**config.mk**
```make
export PLATFORM = sky130hd
export DESIGN_NAME = fnd_scan_ctrl
export DESIGN_NICKNAME = d
export VERILOG_FILES = /design/src/rtl/fnd_pkg.sv /design/src/rtl/fnd_prescaler.sv /design/src/rtl/fnd_scan_ctrl.sv
export SDC_FILE = /design/constraint.sdc
export NUM_CORES = 1
export LEC_CHECK = 0
export ABC_CLOCK_PERIOD_IN_PS = 2500
export CAP_MARGIN = 15
export CORE_MARGIN = 8
export CORE_UTILIZATION = 50
export DETAILED_ROUTE_END_ITERATION = 10
export PLACE_DENSITY_LB_ADDON = 0.2
export SETUP_SLACK_MARGIN = 0.15
export SLEW_MARGIN = 0
export SYNTH_ARGS = -nofsm -noshare
export SYNTH_HDL_FRONTEND = slang
export SYNTH_SLANG_ARGS = --single-unit
```
**constraint.sdc**
```tcl
create_clock -name i_clk -period 2.5 [get_ports i_clk]
set_input_delay 0.375 -clock i_clk [delete_from_list [all_inputs] [get_ports i_clk]]
set_output_delay 0.375 -clock i_clk [all_outputs]
set_load 0.05 [all_outputs]
```
**src/rtl/fnd_pkg.sv**
```systemverilog
// Shared constants and helpers for the 4-digit FND scan controller.
package fnd_pkg;

  localparam int unsigned DIGITS      = 4;
  localparam logic [3:0]  BCD_MAX     = 4'd9;
  localparam logic [3:0]  SEL_ALL_OFF = 4'hF;

  // Bit i set when digit i and every digit above it are zero; digit 0 is never masked.
  function automatic logic [3:0] lz_mask(input logic [15:0] shadow);
    logic [3:0] mask;
    logic       all_zero;
    mask     = '0;
    all_zero = 1'b1;
    for (int i = DIGITS - 1; i >= 1; i--) begin
      all_zero = all_zero & (shadow[4*i +: 4] == 4'd0);
      mask[i]  = all_zero;
    end
    return mask;
  endfunction

endpackage

```
**src/rtl/fnd_prescaler.sv**
```systemverilog
// Free-running slot prescaler: counts 0..CLK_DIV-1 and flags the last clock of each slot.
module fnd_prescaler #(
  parameter int unsigned CLK_DIV = 100000,
  localparam int unsigned CW     = $clog2(CLK_DIV)
) (
  input  logic          i_clk,
  input  logic          i_rst_n,
  output logic          o_tick,
  output logic [CW-1:0] o_count
);

  localparam logic [CW-1:0] LAST = CW'(CLK_DIV - 1);

  logic [CW-1:0] r_count;

  always_ff @(posedge i_clk or negedge i_rst_n) begin
    if (!i_rst_n) begin
      r_count <= '0;
    end else if (r_count == LAST) begin
      r_count <= '0;
    end else begin
      r_count <= r_count + 1'b1;
    end
  end

  assign o_tick  = (r_count == LAST);
  assign o_count = r_count;

endmodule

```
**src/rtl/fnd_scan_ctrl.sv**
```systemverilog
// Multiplexed 4-digit BCD scan controller with dead time, leading-zero blanking
// and tear-free updates committed at frame boundaries.
module fnd_scan_ctrl
  import fnd_pkg::*;
#(
  parameter int unsigned CLK_DIV      = 100000,
  parameter int unsigned BLANK_CYCLES = 2
) (
  input  logic        i_clk,
  input  logic        i_rst_n,
  input  logic [15:0] i_bcd,
  input  logic        i_load,
  input  logic        i_lzb,
  output logic [3:0]  o_digit_sel,
  output logic [3:0]  o_value,
  output logic        o_blank,
  output logic        o_frame,
  output logic        o_err
);

  localparam int unsigned   CW        = $clog2(CLK_DIV);
  localparam logic [CW-1:0] BLANK_CNT = CW'(BLANK_CYCLES);

  logic          w_tick;
  logic [CW-1:0] w_count;
  logic          w_boundary;
  logic          w_commit;
  logic [16:0]   w_next_word;
  logic          w_err_next;
  logic          w_dead;
  logic [3:0]    w_nib;
  logic [3:0]    w_lz;

  logic [1:0]    r_idx;
  logic [15:0]   r_shadow;
  logic          r_lzb_shadow;
  logic [16:0]   r_staging;
  logic          r_pending;
  logic          r_frame;
  logic          r_err;

  fnd_prescaler #(
    .CLK_DIV (CLK_DIV)
  ) u_prescaler (
    .i_clk   (i_clk),
    .i_rst_n (i_rst_n),
    .o_tick  (w_tick),
    .o_count (w_count)
  );

  assign w_boundary = w_tick && (r_idx == 2'd3);
  assign w_commit   = w_boundary && (i_load || r_pending);
  // A load landing on the boundary clock bypasses staging and commits directly.
  assign w_next_word = i_load ? {i_lzb, i_bcd} : r_staging;

  always_comb begin
    w_err_next = 1'b0;
    for (int d = 0; d < DIGITS; d++) begin
      if (w_next_word[4*d +: 4] > BCD_MAX) begin
        w_err_next = 1'b1;
      end
    end
  end

  always_ff @(posedge i_clk or negedge i_rst_n) begin
    if (!i_rst_n) begin
      r_idx        <= 2'd0;
      r_shadow     <= '0;
      r_lzb_shadow <= 1'b0;
      r_staging    <= '0;
      r_pending    <= 1'b0;
      r_frame      <= 1'b0;
      r_err        <= 1'b0;
    end else begin
      if (w_tick) begin
        r_idx <= r_idx + 2'd1;
      end
      if (i_load) begin
        r_staging <= {i_lzb, i_bcd};
      end
      if (w_boundary) begin
        r_pending <= 1'b0;
      end else if (i_load) begin
        r_pending <= 1'b1;
      end
      if (w_commit) begin
        r_lzb_shadow <= w_next_word[16];
        r_shadow     <= w_next_word[15:0];
        r_err        <= w_err_next;
      end
      r_frame <= w_commit;
    end
  end

  assign w_dead = (w_count < BLANK_CNT);
  assign w_nib  = r_shadow[{r_idx, 2'b00} +: 4];
  assign w_lz   = lz_mask(r_shadow);

  assign o_digit_sel = w_dead ? SEL_ALL_OFF : ~(4'b0001 << r_idx);
  assign o_value     = w_nib;
  assign o_blank     = w_dead | (w_nib > BCD_MAX) | (r_lzb_shadow & w_lz[r_idx]);
  assign o_frame     = r_frame;
  assign o_err       = r_err;

endmodule

```
==> reports/results.ini <==
[yosys]
yosys.cell_types.count=33
post_synth_edffs=0
top_reg_cell_synth=sky130_fd_sc_hd__dfrtp_1
yosys.cell_count.top_type=sky130_fd_sc_hd__dfrtp_1
synth_top_cell_by_area=sky130_fd_sc_hd__dfrtp_1
synth.avg_cell_area_um2=13.5
syn-instance-count=192
syn-cell-area_um2=2590
synth_seq_cells=56
synth_top_cell_area_share_pct=54.2
async_reset_ff_share_pct=100
synth_sequential_area_ratio_pct=54.2
yosys_warnings=0
cell_types_with_the_highest_counts_after_synthesis=56 x sky130_fd_sc_hd__dfrtp_1, 26 x sky130_fd_sc_hd__mux2_2, 11 x sky130_fd_sc_hd__nand2_1, 10 x sky130_fd_sc_hd__mux2_4, 10 x sky130_fd_sc_hd__nor2_1
post_synth_main_area_contributors=sky130_fd_sc_hd__dfrtp_1 54%, sky130_fd_sc_hd__mux2_2 11%, sky130_fd_sc_hd__mux2_4 5.8%
syn_nets=217

[clocking]
clkTransAtPathRegs_ns=0.10
tritoncts=yes
clk_root_buffer_cell=sky130_fd_sc_hd__clkbuf_8
cts_made_buffers=5
clock_path_buffers=2
worstSkewPairLatency_ns=0.31
tritoncts_num_sinks=56
h-tree-depth=2

[worst_setup_path]
cp_cell_instances=or4_1, nor3_2, nand4_1, buf_6, nand2_1, buf_12
crit_path_start_kind=flop
critPathKind=flop to output pin
timing.critical_path.arrival_ns=1.99
critical_path.max_fanout=5
timing.critical_path.slowest_stage_cell=sky130_fd_sc_hd__or4_1
critPathCaptureType=output pin
required_ns=2.12
slowest_delay_ns=0.54

[placement]
post-dp-hpwl_um=3860
port_buffers=30
place_congestion=0.816

[grt]
gr-total-overflow=0
grt_pass1_wl_um=8800
grt_pass1_vias=1693
grt_use_total_pct=14.8
initial_antenna_violation_count=0
grt_start_max_net_pins=33

[timing]
finalCriticalPeriod_ns=2.36
finalSetupViolations=0
grt_setup_unrepaired=true
slew_headroom_pct=54.1
whs_ns=0.0900
drv_slew=0
worst_slew_pin_slew_ns=0.689
final.setup_skew_ns=0.00378
setup_total_negative_slack_ns=0
final_min_period_over_clock_period_pct=94.4
finalHoldViolCount=0
max_freq_mhz=424

[run]
cap_viol_max_count=0

[floorplan]
die_height_um=87.9
dieArea_um2=7730
placementRows=26
placeableCoreArea_um2=5040
die-width_um=87.9
io-pin-count=31
initial_core_util_pct=51.3

[routing]
drt-vias-per-instance=5.37
route.detailed.wl_per_inst_um=17.1
final_antenna_net_count=0
highest_layer=met4
dr_total_vias=1644
met2_wirelength_um=2510
drc_errors=0
detail_route.first_pass.iterations=4
wirelength_um=5240
drt_iter0_drc=72
m1WireLength_um=2420
wl_met3_um=250

[finish]
multiInputGateArea_um2=1130
fillCellCount=356
layout.nets=260
ff_latch_area_um2=1410
n_antenna_cell=0
area_growth_pct=22.7
final_layout_size_suffix_gt1_share_pct=33.1

[power_and_ir_drop]
power.density_nw_per_um2=493
totalPowerFinal_uw=1560
p_leak_uw=0.00143
vdd.ir_drop.worst_uv=314

[status]
outcome=completed

[worst_hold_path]
hold_path_class=input pin to async pin

-- per-stage QoR --
step / area (µm²) / std cells / util (%) / setup slack, ns
2_1_floorplan: 2590 / 192 / - / 0.223
3_3_place_gp: 3020 / 292 / 60.0 / 0.219
3_5_place_dp: 3020 / 292 / 60.0 / 0.160
4_1_cts: 3130 / 302 / 62.1 / 0.151
5_1_grt: 3170 / 306 / 63.0 / 0.0831
6_report: 3170 / 306 / 63.0 / 0.139
-- cells in the final DEF (no fill, tap or decap), drive strengths merged --
master and instances:
o31ai 1, inv 4, mux4 4, nor4 6
nor3 8, buf 18, mux2 36, o21ai 7
nand2 12, ha 5, mux2i 1, or4 1
nand3 7, xnor2 6, clkdlybuf4s50 20, xor2 9
nor2 10, clkinvlp 1, nor2b 1, dlygate4sd2 4
dfrtp 56, a21o 1, nand4b 1, and4 3
clkbuf 5, nand4 8, a21oi 1
-- area by class of cell --
| cell class | count | share of cell area, % |
|---|---|---|
| timing repair buffer | 42 | 14.1 |
| clock inverter | 3 | 0.788 |
| tap | 70 | 2.76 |
| inverter | 2 | 0.237 |
| sequential | 56 | 44.3 |
| clock buffer | 5 | 2.17 |
| multi-input combinational | 128 | 35.7 |
-- flip-flops by register name, summed over array words and instances (netlist names) --
signal               cells
r_staging               17
u_prescaler.o_count     17
r_shadow                16
r_idx                    2
o_err                    1
o_frame                  1
r_lzb_shadow             1
r_pending                1
-- layer usage --
| metal | GRT usage (%) | vias up |
|---|---|---|
| li1 | - | 781 |
| met1 | 19.4 | 818 |
| met2 | 23.3 | 40 |
| met3 | 3.75 | 5 |
| met4 | 4.69 | 0 |
| met5 | 0 | - |
-- report_power, final --
| group | internal [µW] | switching [µW] |
|---|---|---|
| registers | 932 | 7.50 |
| clock network | 205 | 307 |
| logic | 58.6 | 53.2 |
| total | 1200 | 368 |
-- critical path, delay by kind of cell, from the launching register on --
kind	cells	cell delay (ns)
buffers and inverters	2	0.30
and+or+nand+nor	4	0.92
DFF	1	0.45
-- path summary, 6_finish.rpt --
path	endpoint	depth (start not counted)	slack, ns	startpoint
min reg2reg	u_prescaler.o_count[0]	1	0.49	u_prescaler.o_count[0]
max	o_digit_sel[2]	6	0.14	u_prescaler.o_count[10]
max in group asynchronous	u_prescaler.o_count[9]	2	1.72	i_rst_n
min in group i_clk	u_prescaler.o_count[0]	1	0.49	u_prescaler.o_count[0]
min	r_staging[3]	1	0.09	i_rst_n
max reg2reg	r_shadow[2]	6	0.41	u_prescaler.o_count[1]
-- cells by family (layout without fill, tap and decap cells) --
group / after synthesis / count (layout) / synth area share (%)
AO/OA/AOI/OAI: 10 / 10 / 2.13
XOR/XNOR: 15 / 15 / 5.08
adder cells (fa/ha/maj): 5 / 5 / 2.42
buffers and inverters: 8 / 52 / 2.61
flip-flops: 56 / 56 / 54.2
multiplexers: 41 / 41 / 21.0
AND/OR/NAND/NOR: 57 / 57 / 12.6
-- what timing repair did --
action	in CTS	in global routing
gates resized for setup	7	4
setup buffers	2	4
pin swaps	1	0
hold buffers	0	0
endpoints found under the setup margin	9	5
(Power assumes the default switching activity.)
